### config.mk
export PLATFORM = sky130hd
export DESIGN_NAME = hdmi_packet_scheduler_flat
export DESIGN_NICKNAME = d
export VERILOG_FILES = /design/src/rtl/hdmi_packet_scheduler_if.sv /design/src/rtl/hdmi_packet_scheduler.sv /design/src/flat_wrapper.sv
export SDC_FILE = /design/constraint.sdc
export NUM_CORES = 1
export LEC_CHECK = 0
export CORE_UTILIZATION = 51
export DETAILED_ROUTE_END_ITERATION = 10
export PLACE_DENSITY = 0.77
export SLEW_MARGIN = 20
export SYNTH_ARGS = -nofsm -noshare
export SYNTH_HDL_FRONTEND = slang
export SYNTH_SLANG_ARGS = --single-unit
### constraint.sdc
create_clock -name I_clk_pixel -period 2.7 [get_ports I_clk_pixel]
set_clock_uncertainty 0.05 [all_clocks]
set_input_delay 0.54 -clock I_clk_pixel [delete_from_list [all_inputs] [get_ports I_clk_pixel]]
set_output_delay 0.54 -clock I_clk_pixel [all_outputs]
set_load 0.02 [all_outputs]
### src/rtl/hdmi_packet_scheduler_if.sv
// HDMI packet scheduler bus: blanking/request inputs and island timing outputs.
//   I_vsync_start  : pulse at the start of vertical blanking (AVI / audio InfoFrame due)
//   I_island_ok    : enough blanking remains to fit a whole data island
//   I_audio_req    : level, an audio sample packet is available
//   I_acr_tick     : pulse, an ACR packet is due
//   O_period       : 0 control, 1 preamble, 2 guard, 3 data
//   O_pkt_type     : 0 none, 1 audio sample, 2 ACR, 3 AVI InfoFrame, 4 audio InfoFrame
//   O_pkt_idx      : data cycle index within the packet
//   O_pkt_start    : pulse on data cycle 0
//   O_audio_ack    : pulse when an audio sample packet is granted
//   O_acr_overrun  : sticky, an ACR tick arrived while ACR was still pending
// master drives the requests (timing generator side); slave is the scheduler.
interface hdmi_packet_scheduler_if;
  logic       I_vsync_start;
  logic       I_island_ok;
  logic       I_audio_req;
  logic       I_acr_tick;
  logic [1:0] O_period;
  logic [2:0] O_pkt_type;
  logic [4:0] O_pkt_idx;
  logic       O_pkt_start;
  logic       O_audio_ack;
  logic       O_acr_overrun;

  modport master (
    output I_vsync_start, I_island_ok, I_audio_req, I_acr_tick,
    input  O_period, O_pkt_type, O_pkt_idx, O_pkt_start, O_audio_ack, O_acr_overrun
  );

  modport slave (
    input  I_vsync_start, I_island_ok, I_audio_req, I_acr_tick,
    output O_period, O_pkt_type, O_pkt_idx, O_pkt_start, O_audio_ack, O_acr_overrun
  );
endinterface

### src/rtl/hdmi_packet_scheduler.sv
// HDMI data-island packet scheduler.
// Arbitrates pending packet requests (ACR > AVI > audio InfoFrame > audio sample)
// and sequences one packet per island: preamble, leading guard, 32 data cycles,
// trailing guard, then a minimum control gap before the next island.
// Ports:
//   I_clk_pixel : pixel clock
//   I_reset_n   : asynchronous active-low reset
//   bus         : hdmi_packet_scheduler_if.slave (requests in, island timing out)
// Configuration macro: HDMI_AUDIO_INFOFRAME_EN enables the audio InfoFrame
// (type 4) request flag; when undefined the flag does not exist.
module hdmi_packet_scheduler #(
  parameter int unsigned PREAMBLE_LEN = 8,
  parameter int unsigned GUARD_LEN    = 2,
  parameter int unsigned MIN_GAP      = 4
) (
  input  logic                  I_clk_pixel,
  input  logic                  I_reset_n,
  hdmi_packet_scheduler_if.slave bus
);

  localparam int unsigned DATA_LEN = 32;
  localparam int unsigned MAX_A    = (PREAMBLE_LEN > GUARD_LEN) ? PREAMBLE_LEN : GUARD_LEN;
  localparam int unsigned MAX_B    = (MIN_GAP > DATA_LEN) ? MIN_GAP : DATA_LEN;
  localparam int unsigned MAX_LEN  = (MAX_A > MAX_B) ? MAX_A : MAX_B;
  localparam int unsigned CNT_W    = $clog2(MAX_LEN);
  localparam int unsigned IDX_W    = 5;

  localparam logic [CNT_W-1:0] PRE_LAST   = CNT_W'(PREAMBLE_LEN - 1);
  localparam logic [CNT_W-1:0] GUARD_LAST = CNT_W'(GUARD_LEN - 1);
  localparam logic [CNT_W-1:0] DATA_LAST  = CNT_W'(DATA_LEN - 1);
  localparam logic [CNT_W-1:0] GAP_LAST   = CNT_W'(MIN_GAP - 1);

  localparam logic [1:0] PER_CTRL  = 2'd0;
  localparam logic [1:0] PER_PRE   = 2'd1;
  localparam logic [1:0] PER_GUARD = 2'd2;
  localparam logic [1:0] PER_DATA  = 2'd3;

  localparam logic [2:0] PKT_NONE  = 3'd0;
  localparam logic [2:0] PKT_AUDIO = 3'd1;
  localparam logic [2:0] PKT_ACR   = 3'd2;
  localparam logic [2:0] PKT_AVI   = 3'd3;
  localparam logic [2:0] PKT_AIF   = 3'd4;

  typedef enum logic [2:0] {
    IDLE,
    PREAMBLE,
    LEAD_GUARD,
    DATA,
    TRAIL_GUARD,
    GAP
  } state_t;

  state_t             state_q, state_d;
  logic [CNT_W-1:0]   cnt_q, cnt_d;

  logic               acr_pend;
  logic               avi_pend;
`ifdef HDMI_AUDIO_INFOFRAME_EN
  logic               aif_pend;
`endif

  logic               arb_slot;
  logic               grant;
  logic [2:0]         gnt_type;

  logic [1:0]         period_q, period_d;
  logic [2:0]         pkt_type_q, pkt_type_d;
  logic [IDX_W-1:0]   pkt_idx_q, pkt_idx_d;
  logic               pkt_start_q, pkt_start_d;
  logic               audio_ack_q, audio_ack_d;
  logic               acr_overrun_q;

  // Request arbitration. The final gap cycle doubles as an arbitration slot so
  // back-to-back islands are separated by exactly MIN_GAP control cycles.
  always_comb begin
    gnt_type = PKT_NONE;
    if (acr_pend) begin
      gnt_type = PKT_ACR;
    end else if (avi_pend) begin
      gnt_type = PKT_AVI;
`ifdef HDMI_AUDIO_INFOFRAME_EN
    end else if (aif_pend) begin
      gnt_type = PKT_AIF;
`endif
    end else if (bus.I_audio_req) begin
      gnt_type = PKT_AUDIO;
    end
    arb_slot = (state_q == IDLE) || ((state_q == GAP) && (cnt_q == GAP_LAST));
    grant    = arb_slot && bus.I_island_ok && (gnt_type != PKT_NONE);
  end

  // State register.
  always_ff @(posedge I_clk_pixel or negedge I_reset_n) begin
    if (!I_reset_n) begin
      state_q <= IDLE;
      cnt_q   <= '0;
    end else begin
      state_q <= state_d;
      cnt_q   <= cnt_d;
    end
  end

  // Next-state logic; cnt counts cycles spent in the current state.
  always_comb begin
    state_d = state_q;
    cnt_d   = cnt_q + CNT_W'(1);
    case (state_q)
      IDLE: begin
        cnt_d = '0;
        if (grant) state_d = PREAMBLE;
      end
      PREAMBLE: begin
        if (cnt_q == PRE_LAST) begin
          state_d = LEAD_GUARD;
          cnt_d   = '0;
        end
      end
      LEAD_GUARD: begin
        if (cnt_q == GUARD_LAST) begin
          state_d = DATA;
          cnt_d   = '0;
        end
      end
      DATA: begin
        if (cnt_q == DATA_LAST) begin
          state_d = TRAIL_GUARD;
          cnt_d   = '0;
        end
      end
      TRAIL_GUARD: begin
        if (cnt_q == GUARD_LAST) begin
          state_d = GAP;
          cnt_d   = '0;
        end
      end
      GAP: begin
        if (cnt_q == GAP_LAST) begin
          state_d = grant ? PREAMBLE : IDLE;
          cnt_d   = '0;
        end
      end
      default: begin
        state_d = IDLE;
        cnt_d   = '0;
      end
    endcase
  end

  // Output decode from the next state so every output is a flop.
  always_comb begin
    period_d    = PER_CTRL;
    pkt_type_d  = PKT_NONE;
    pkt_idx_d   = '0;
    pkt_start_d = 1'b0;
    audio_ack_d = 1'b0;
    case (state_d)
      PREAMBLE:    period_d = PER_PRE;
      LEAD_GUARD:  period_d = PER_GUARD;
      TRAIL_GUARD: period_d = PER_GUARD;
      DATA: begin
        period_d    = PER_DATA;
        pkt_idx_d   = IDX_W'(cnt_d);
        pkt_start_d = (cnt_d == '0);
      end
      default: ;
    endcase
    if (grant) begin
      pkt_type_d  = gnt_type;
      audio_ack_d = (gnt_type == PKT_AUDIO);
    end else if (state_d != IDLE && state_d != GAP) begin
      pkt_type_d  = pkt_type_q;
    end
  end

  // Output registers.
  always_ff @(posedge I_clk_pixel or negedge I_reset_n) begin
    if (!I_reset_n) begin
      period_q    <= PER_CTRL;
      pkt_type_q  <= PKT_NONE;
      pkt_idx_q   <= '0;
      pkt_start_q <= 1'b0;
      audio_ack_q <= 1'b0;
    end else begin
      period_q    <= period_d;
      pkt_type_q  <= pkt_type_d;
      pkt_idx_q   <= pkt_idx_d;
      pkt_start_q <= pkt_start_d;
      audio_ack_q <= audio_ack_d;
    end
  end

  // Pending flags: a set event in the grant cycle wins over the grant's clear.
  always_ff @(posedge I_clk_pixel or negedge I_reset_n) begin
    if (!I_reset_n) begin
      acr_pend      <= 1'b0;
      avi_pend      <= 1'b0;
`ifdef HDMI_AUDIO_INFOFRAME_EN
      aif_pend      <= 1'b0;
`endif
      acr_overrun_q <= 1'b0;
    end else begin
      acr_pend <= (acr_pend && !(grant && gnt_type == PKT_ACR)) || bus.I_acr_tick;
      avi_pend <= (avi_pend && !(grant && gnt_type == PKT_AVI)) || bus.I_vsync_start;
`ifdef HDMI_AUDIO_INFOFRAME_EN
      aif_pend <= (aif_pend && !(grant && gnt_type == PKT_AIF)) || bus.I_vsync_start;
`endif
      // A tick that lands on the ACR grant re-arms the flag rather than overrunning.
      if (bus.I_acr_tick && acr_pend && !(grant && gnt_type == PKT_ACR))
        acr_overrun_q <= 1'b1;
    end
  end

  assign bus.O_period      = period_q;
  assign bus.O_pkt_type    = pkt_type_q;
  assign bus.O_pkt_idx     = pkt_idx_q;
  assign bus.O_pkt_start   = pkt_start_q;
  assign bus.O_audio_ack   = audio_ack_q;
  assign bus.O_acr_overrun = acr_overrun_q;

endmodule

### src/flat_wrapper.sv
// flat-port wrapper written by rule: the top's interface ports become plain ports
module hdmi_packet_scheduler_flat 
#(
  parameter int unsigned PREAMBLE_LEN = 8,
  parameter int unsigned GUARD_LEN    = 2,
  parameter int unsigned MIN_GAP      = 4
)
  (I_clk_pixel, I_reset_n, bus_I_vsync_start, bus_I_island_ok, bus_I_audio_req, bus_I_acr_tick, bus_O_period, bus_O_pkt_type, bus_O_pkt_idx, bus_O_pkt_start, bus_O_audio_ack, bus_O_acr_overrun);
  hdmi_packet_scheduler_if bus_i ();
  input  logic I_clk_pixel;
  input  logic I_reset_n;
  input wire logic [$bits(bus_i.I_vsync_start)-1:0] bus_I_vsync_start;
  input wire logic [$bits(bus_i.I_island_ok)-1:0] bus_I_island_ok;
  input wire logic [$bits(bus_i.I_audio_req)-1:0] bus_I_audio_req;
  input wire logic [$bits(bus_i.I_acr_tick)-1:0] bus_I_acr_tick;
  output wire logic [$bits(bus_i.O_period)-1:0] bus_O_period;
  output wire logic [$bits(bus_i.O_pkt_type)-1:0] bus_O_pkt_type;
  output wire logic [$bits(bus_i.O_pkt_idx)-1:0] bus_O_pkt_idx;
  output wire logic [$bits(bus_i.O_pkt_start)-1:0] bus_O_pkt_start;
  output wire logic [$bits(bus_i.O_audio_ack)-1:0] bus_O_audio_ack;
  output wire logic [$bits(bus_i.O_acr_overrun)-1:0] bus_O_acr_overrun;
  assign bus_i.I_vsync_start = bus_I_vsync_start;
  assign bus_i.I_island_ok = bus_I_island_ok;
  assign bus_i.I_audio_req = bus_I_audio_req;
  assign bus_i.I_acr_tick = bus_I_acr_tick;
  assign bus_O_period = bus_i.O_period;
  assign bus_O_pkt_type = bus_i.O_pkt_type;
  assign bus_O_pkt_idx = bus_i.O_pkt_idx;
  assign bus_O_pkt_start = bus_i.O_pkt_start;
  assign bus_O_audio_ack = bus_i.O_audio_ack;
  assign bus_O_acr_overrun = bus_i.O_acr_overrun;
  hdmi_packet_scheduler #(.PREAMBLE_LEN(PREAMBLE_LEN), .GUARD_LEN(GUARD_LEN), .MIN_GAP(MIN_GAP)) u_core (.I_clk_pixel(I_clk_pixel), .I_reset_n(I_reset_n), .bus(bus_i));
endmodule
Word-level counts from Yosys, hierarchy flattened
Cells that the tools add are included.

word-level totals
  flip-flop bits (word level) = 23
  input port bits = 6
  output and inout bits = 13
  word-level logic and storage cells = 72

operators by class
  add/subtract/negate cells = 1
  equal/unequal tests = 18
  muxes and demuxes = 22
  reduce and logical (&&, ||, !) cells = 21

operators with widths
  kind                   count
  $mux W5                5
  $mux W3                8
  $pmux W5 S4            1
  $eq A3 B2 Y1 const B   6
  $pmux W3 S6            1
  $logic_and A1 B1 Y1    10
  $eq A3 B1 Y1 const B   3
  $eq A3 B3 Y1 const B   3
  $pmux W2 S3            1
  $reduce_bool A3 Y1     2
  $add A5 B1 Y5 const B  1
  $eq A5 B1 Y1 const B   1
  $eq A5 B2 Y1 const B   1
  $eq A5 B3 Y1 const B   1
  $eq A5 B5 Y1 const B   1
  $logic_not A5 Y1       1
  $mux W1                4
  $mux W2                2
  $reduce_or A2 Y1       2
  $logic_not A3 Y1       1
  $logic_or A1 B1 Y1     3
  $ne A3 B3 Y1 const B   1
  $logic_not A1 Y1       2
  $ne A2 B1 Y1 const B   1

Logic depth before layout (Yosys ltp)
  depth after elaboration = 12
  depth in mapped cells = 8

Worst setup path after synthesis
Ideal clock, no wire load.

  path type = reg-to-reg
  from = register u_core.cnt_q[1]
  to = register u_core.pkt_type_q[0], in the netlist u_core.bus.O_pkt_type[0]
  arrival time = 1.942 ns
  required time = 2.564 ns
  path slack = 0.622 ns
  stages on the path, launching flop included = 9
  buffers on the path = 1
  period minus slack after synthesis = 2.078 ns
  cells stage by stage = dfrtp_1 inv_1 ha_1 or4b_1 buf_2 or4_1 o211a_2 nor4b_4 nor3_1

between the ends
  word-level cells in the longest chain between the ends = 11
  elaborated cells between the ends (all ways) = 21
  classes of those cells = 6 x eq/ne; 9 x mux; 6 x reduce/logical

RTL lines
  element                                                    line                                                       source
  start, declared                                            hdmi_packet_scheduler.sv:54                                logic [CNT_W-1:0] cnt_q, cnt_d;
  start signal, assigned                                     hdmi_packet_scheduler.sv:99                                cnt_q <= cnt_d;
  $eq A5 B2 Y1                                               hdmi_packet_scheduler.sv:88, hdmi_packet_scheduler.sv:137
  $logic_and A1 B1 Y1                                        hdmi_packet_scheduler.sv:88                                arb_slot = (state_q == IDLE) || ((state_q == GAP) && (cnt_q == GAP_LAST));
  $logic_or A1 B1 Y1                                         hdmi_packet_scheduler.sv:88
  $logic_and A1 B1 Y1 (2 in a row)                           hdmi_packet_scheduler.sv:89                                grant = arb_slot && bus.I_island_ok && (gnt_type != PKT_NONE);
  $mux W1                                                    hdmi_packet_scheduler.sv:138                               state_d = grant ? PREAMBLE : IDLE;
  $mux W3                                                    hdmi_packet_scheduler.sv:137                               if (cnt_q == GAP_LAST) begin
  $pmux W3 S6                                                hdmi_packet_scheduler.sv:107                               case (state_q)
  $ne A3 B3 Y1 / $reduce_bool A3 Y1 (equally long branches)  hdmi_packet_scheduler.sv:170                               end else if (state_d != IDLE && state_d != GAP) begin
  $logic_and A1 B1 Y1                                        hdmi_packet_scheduler.sv:170
  $ne A2 B1 Y1 (no source line)                              --
  end signal, assigned                                       hdmi_packet_scheduler.sv:185                               pkt_type_q <= pkt_type_d;
  end, declared                                              hdmi_packet_scheduler.sv:67                                logic [2:0] pkt_type_q, pkt_type_d;

Several ways; a longest one is shown, not always the timed one.
A chain may end at the register's enable or synchronous reset.

Worst setup path after layout
  from = register u_core.cnt_q[0]
  to = register u_core.pkt_type_q[0], in the netlist u_core.bus.O_pkt_type[0]

Same word-level chain as after synthesis.

==> results.sh <==
export IMPL_synth_distinct_cells=42
export IMPL_cts_inserted_buffers=3
export IMPL_antenna_found_initial=0
export IMPL_diodes=0
export IMPL_min_from="u_core.bus.O_acr_overrun"
export IMPL_coreArea_mm2=0.00200
export IMPL_hold_depth=1
export IMPL_grt_overflow=0
export IMPL_h_tree_depth=1
export IMPL_seq_area_frac_synth=0.502
export IMPL_yosysWarningCount=0
export IMPL_max_cap_violations=0
export IMPL_power_frac_seq=0.597
export IMPL_synth_edff_count=0
export IMPL_die_w_um=48.4
export IMPL_p_leak_nw=0.575
export IMPL_drt_first_pass_iters=4
export IMPL_timing_final_crit_period_ps=2230
export IMPL_syn_nets=116
export IMPL_rsz0062_at_grt="false"
export IMPL_vias=795
export IMPL_place_congestion=0.795
export IMPL_end_kind="flip-flop"
export IMPL_ctsHoldBuffers=0
export IMPL_slowest_delay_ps=560
export IMPL_place_hpwl_mm=1.35
export IMPL_combinationalPowerShare=0.092
export IMPL_ys_async_sr_fraction=1.00
export IMPL_tns_ps=0
export IMPL_postCtsSetupRepairBufs=0
export IMPL_cp_depth=6
export IMPL_drc=0
export IMPL_crit_arrival_ps=2420
export IMPL_track_usage=0.181
export IMPL_placement_rows=16
export IMPL_ioPinCount=19
export IMPL_hp_class="flip-flop to flip-flop"
export IMPL_die_area_mm2=0.00234
export IMPL_max_freq_mhz=448
export IMPL_start_util=0.548
export IMPL_min_period_over_period=0.827
export IMPL_setup_violations_final=0
export IMPL_avgSynthCellArea_um2=10.3
export IMPL_clock_sinks=22
export IMPL_cpMaxStageDelayCell="or4b_1"
export IMPL_wirelength_mm=1.79
export IMPL_tritoncts="built"
export IMPL_grt_first_pass_wirelength_mm=3.24
export IMPL_power_density_mw_per_mm2=439
export IMPL_ys_ff_latch=22
export IMPL_crit_chain="ha_1 > or4b_1 > or4_1 > o211a_2 > nor4b_4 > nor3_1"
export IMPL_final_antenna_net_count=0
export IMPL_grt_pass1_vias=758
export IMPL_final_nets=133
export IMPL_p_sw_frac=0.229
export IMPL_cpLargestDelayFamily="simple AND/OR/NAND/NOR gates"
export IMPL_clockPowerShare=0.311
export IMPL_ir_worst_vdd_uv=286
export IMPL_p_int_mw=0.443
export IMPL_vias_per_cell=5.30
export IMPL_wl_per_cell_um=11.9
export IMPL_portBuffers=17
export IMPL_grt_start_max_net_pins=23
export IMPL_power_total_mw=0.574
export IMPL_drt_iter0_drc=17
export IMPL_synth_flop_cell="dfrtp_1"
export IMPL_startpoint="u_core.cnt_q[0]"
export IMPL_status="finished, final reports clean"
export IMPL_path_class="flip-flop to flip-flop"
export IMPL_cts_resized=0
export IMPL_critPathBufInv=0
export IMPL_syn_to_final_growth_pct=19.4
export IMPL_cts_root_buf="clkbuf_4"
export IMPL_clk_latency_ps=310
export IMPL_cts_buffer_depth=2
export IMPL_synth_area_mm2=0.00110
export IMPL_r2r_start="u_core.cnt_q[0]"
export IMPL_drv_slew=0
export IMPL_finalHoldWorstSlack_ps=432
export IMPL_die_y_um=48.4
export IMPL_cp_start_kind="flip-flop"
export IMPL_hold_violations=0
export IMPL_synthCells=107
export IMPL_final_layout_size_suffix_gt1_frac=0.0813
export IMPL_required_ps=2890
export IMPL_cts_reportedPaths_clkPinSlew_ps=110
export IMPL_path_max_fanout=7
export IMPL_p_sw_mw=0.132
export IMPL_worst_r2r_cell_count=6
[layer usage]
layer,routed length (um),GRT usage,up-vias
met5,0,0,-
met4,59,0.103,0
met3,68,0.0409,7
met2,798,0.282,20
met1,863,0.234,357
li1,-,-,411
[layout make-up]
cell class	count	area, um2
flip-flops and latches	22	551
well taps	27	33.8
multi-input cells	74	493
fillers	141	692
inverters	5	18.8
repair buffers	18	178
clock buffers	4	36.3
[cells in the mapped netlist, drive strengths merged, types with 2 or more instances]
cell	instances	area, um2
a21o	2	15.0
a21oi	5	25.0
and3	2	12.5
buf	3	23.8
clkbuf	3	11.3
dfrtp	22	551
ha	3	37.5
inv	5	18.8
nand2	9	33.8
nand3	4	20.0
nor2	10	37.5
nor2b	3	18.8
nor3	3	15.0
o21ai	5	25.0
o22ai	2	12.5
o31ai	2	25.0
xnor2	3	26.3
[power by group through the flow]
stage	Clock [mW]	Combinational (mW)	Sequential, mW
5_1_grt	0.200	0.0595	0.345
6_report	0.178	0.0531	0.343
2_1_floorplan	0	0.0289	0.350
3_3_place_gp	0	0.0532	0.349
4_1_cts	0.186	0.0538	0.343
3_5_place_dp	0	0.0538	0.349
[cell usage in the layout (no fill, tap or decap), types with 2 or more instances in the layout]
cell type         n
ha_1              3
clkdlybuf4s50_1  17
and3_1            2
inv_1             4
dfrtp_1          22
nand3_1           4
xnor2_1           3
o21ai_1           3
nor2_1           10
a21oi_1           5
o31ai_2           2
nor2b_1           3
nand2_1           9
clkbuf_4          3
nor3_1            3
a21o_1            2
o22ai_1           2
o21ai_0           2
[final timing paths]
check | end | slack, ps
worst min-delay path | u_core.bus.O_acr_overrun | 430
worst min register to register | u_core.bus.O_acr_overrun | 430
worst max-delay path | u_core.bus.O_pkt_type[0] | 470
max in group asynchronous | u_core.cnt_q[2] | 1880
worst max register to register | u_core.bus.O_pkt_type[0] | 470
min in group asynchronous | u_core.bus.O_pkt_idx[0] | 510
[per-stage QoR]
stage,utilization,std cells,area [um2],setup slack [ps]
global placement,0.636,146,1270,507
floorplan,-,107,1100,622
global route,0.654,150,1310,327
CTS,0.654,150,1310,473
finish,0.654,150,1310,466
detailed placement,0.636,146,1270,476
[sequential cells by signal, summed over array words and instances (netlist names)]
name	cells
u_core.bus.O_audio_ack	1
u_core.bus.O_pkt_start	1
u_core.bus.O_pkt_idx	5
u_core.bus.O_acr_overrun	1
u_core.state_q	3
u_core.bus.O_period	2
u_core.bus.O_pkt_type	2
u_core.acr_pend	1
u_core.avi_pend	1
u_core.cnt_q	5
[cell families (layout without fill, tap and decap cells)]
logic type	Yosys count	in the layout	synth area share
AND/OR/NAND/NOR	43	43	0.229
AO/OA/AOI/OAI	23	23	0.151
flip-flops	22	22	0.502
buffers and inverters	11	27	0.0490
XOR/XNOR	4	4	0.0319
adder cells (fa/ha/maj)	3	3	0.0342
other	1	1	0.00342
Power figures use the tool's default switching activity.
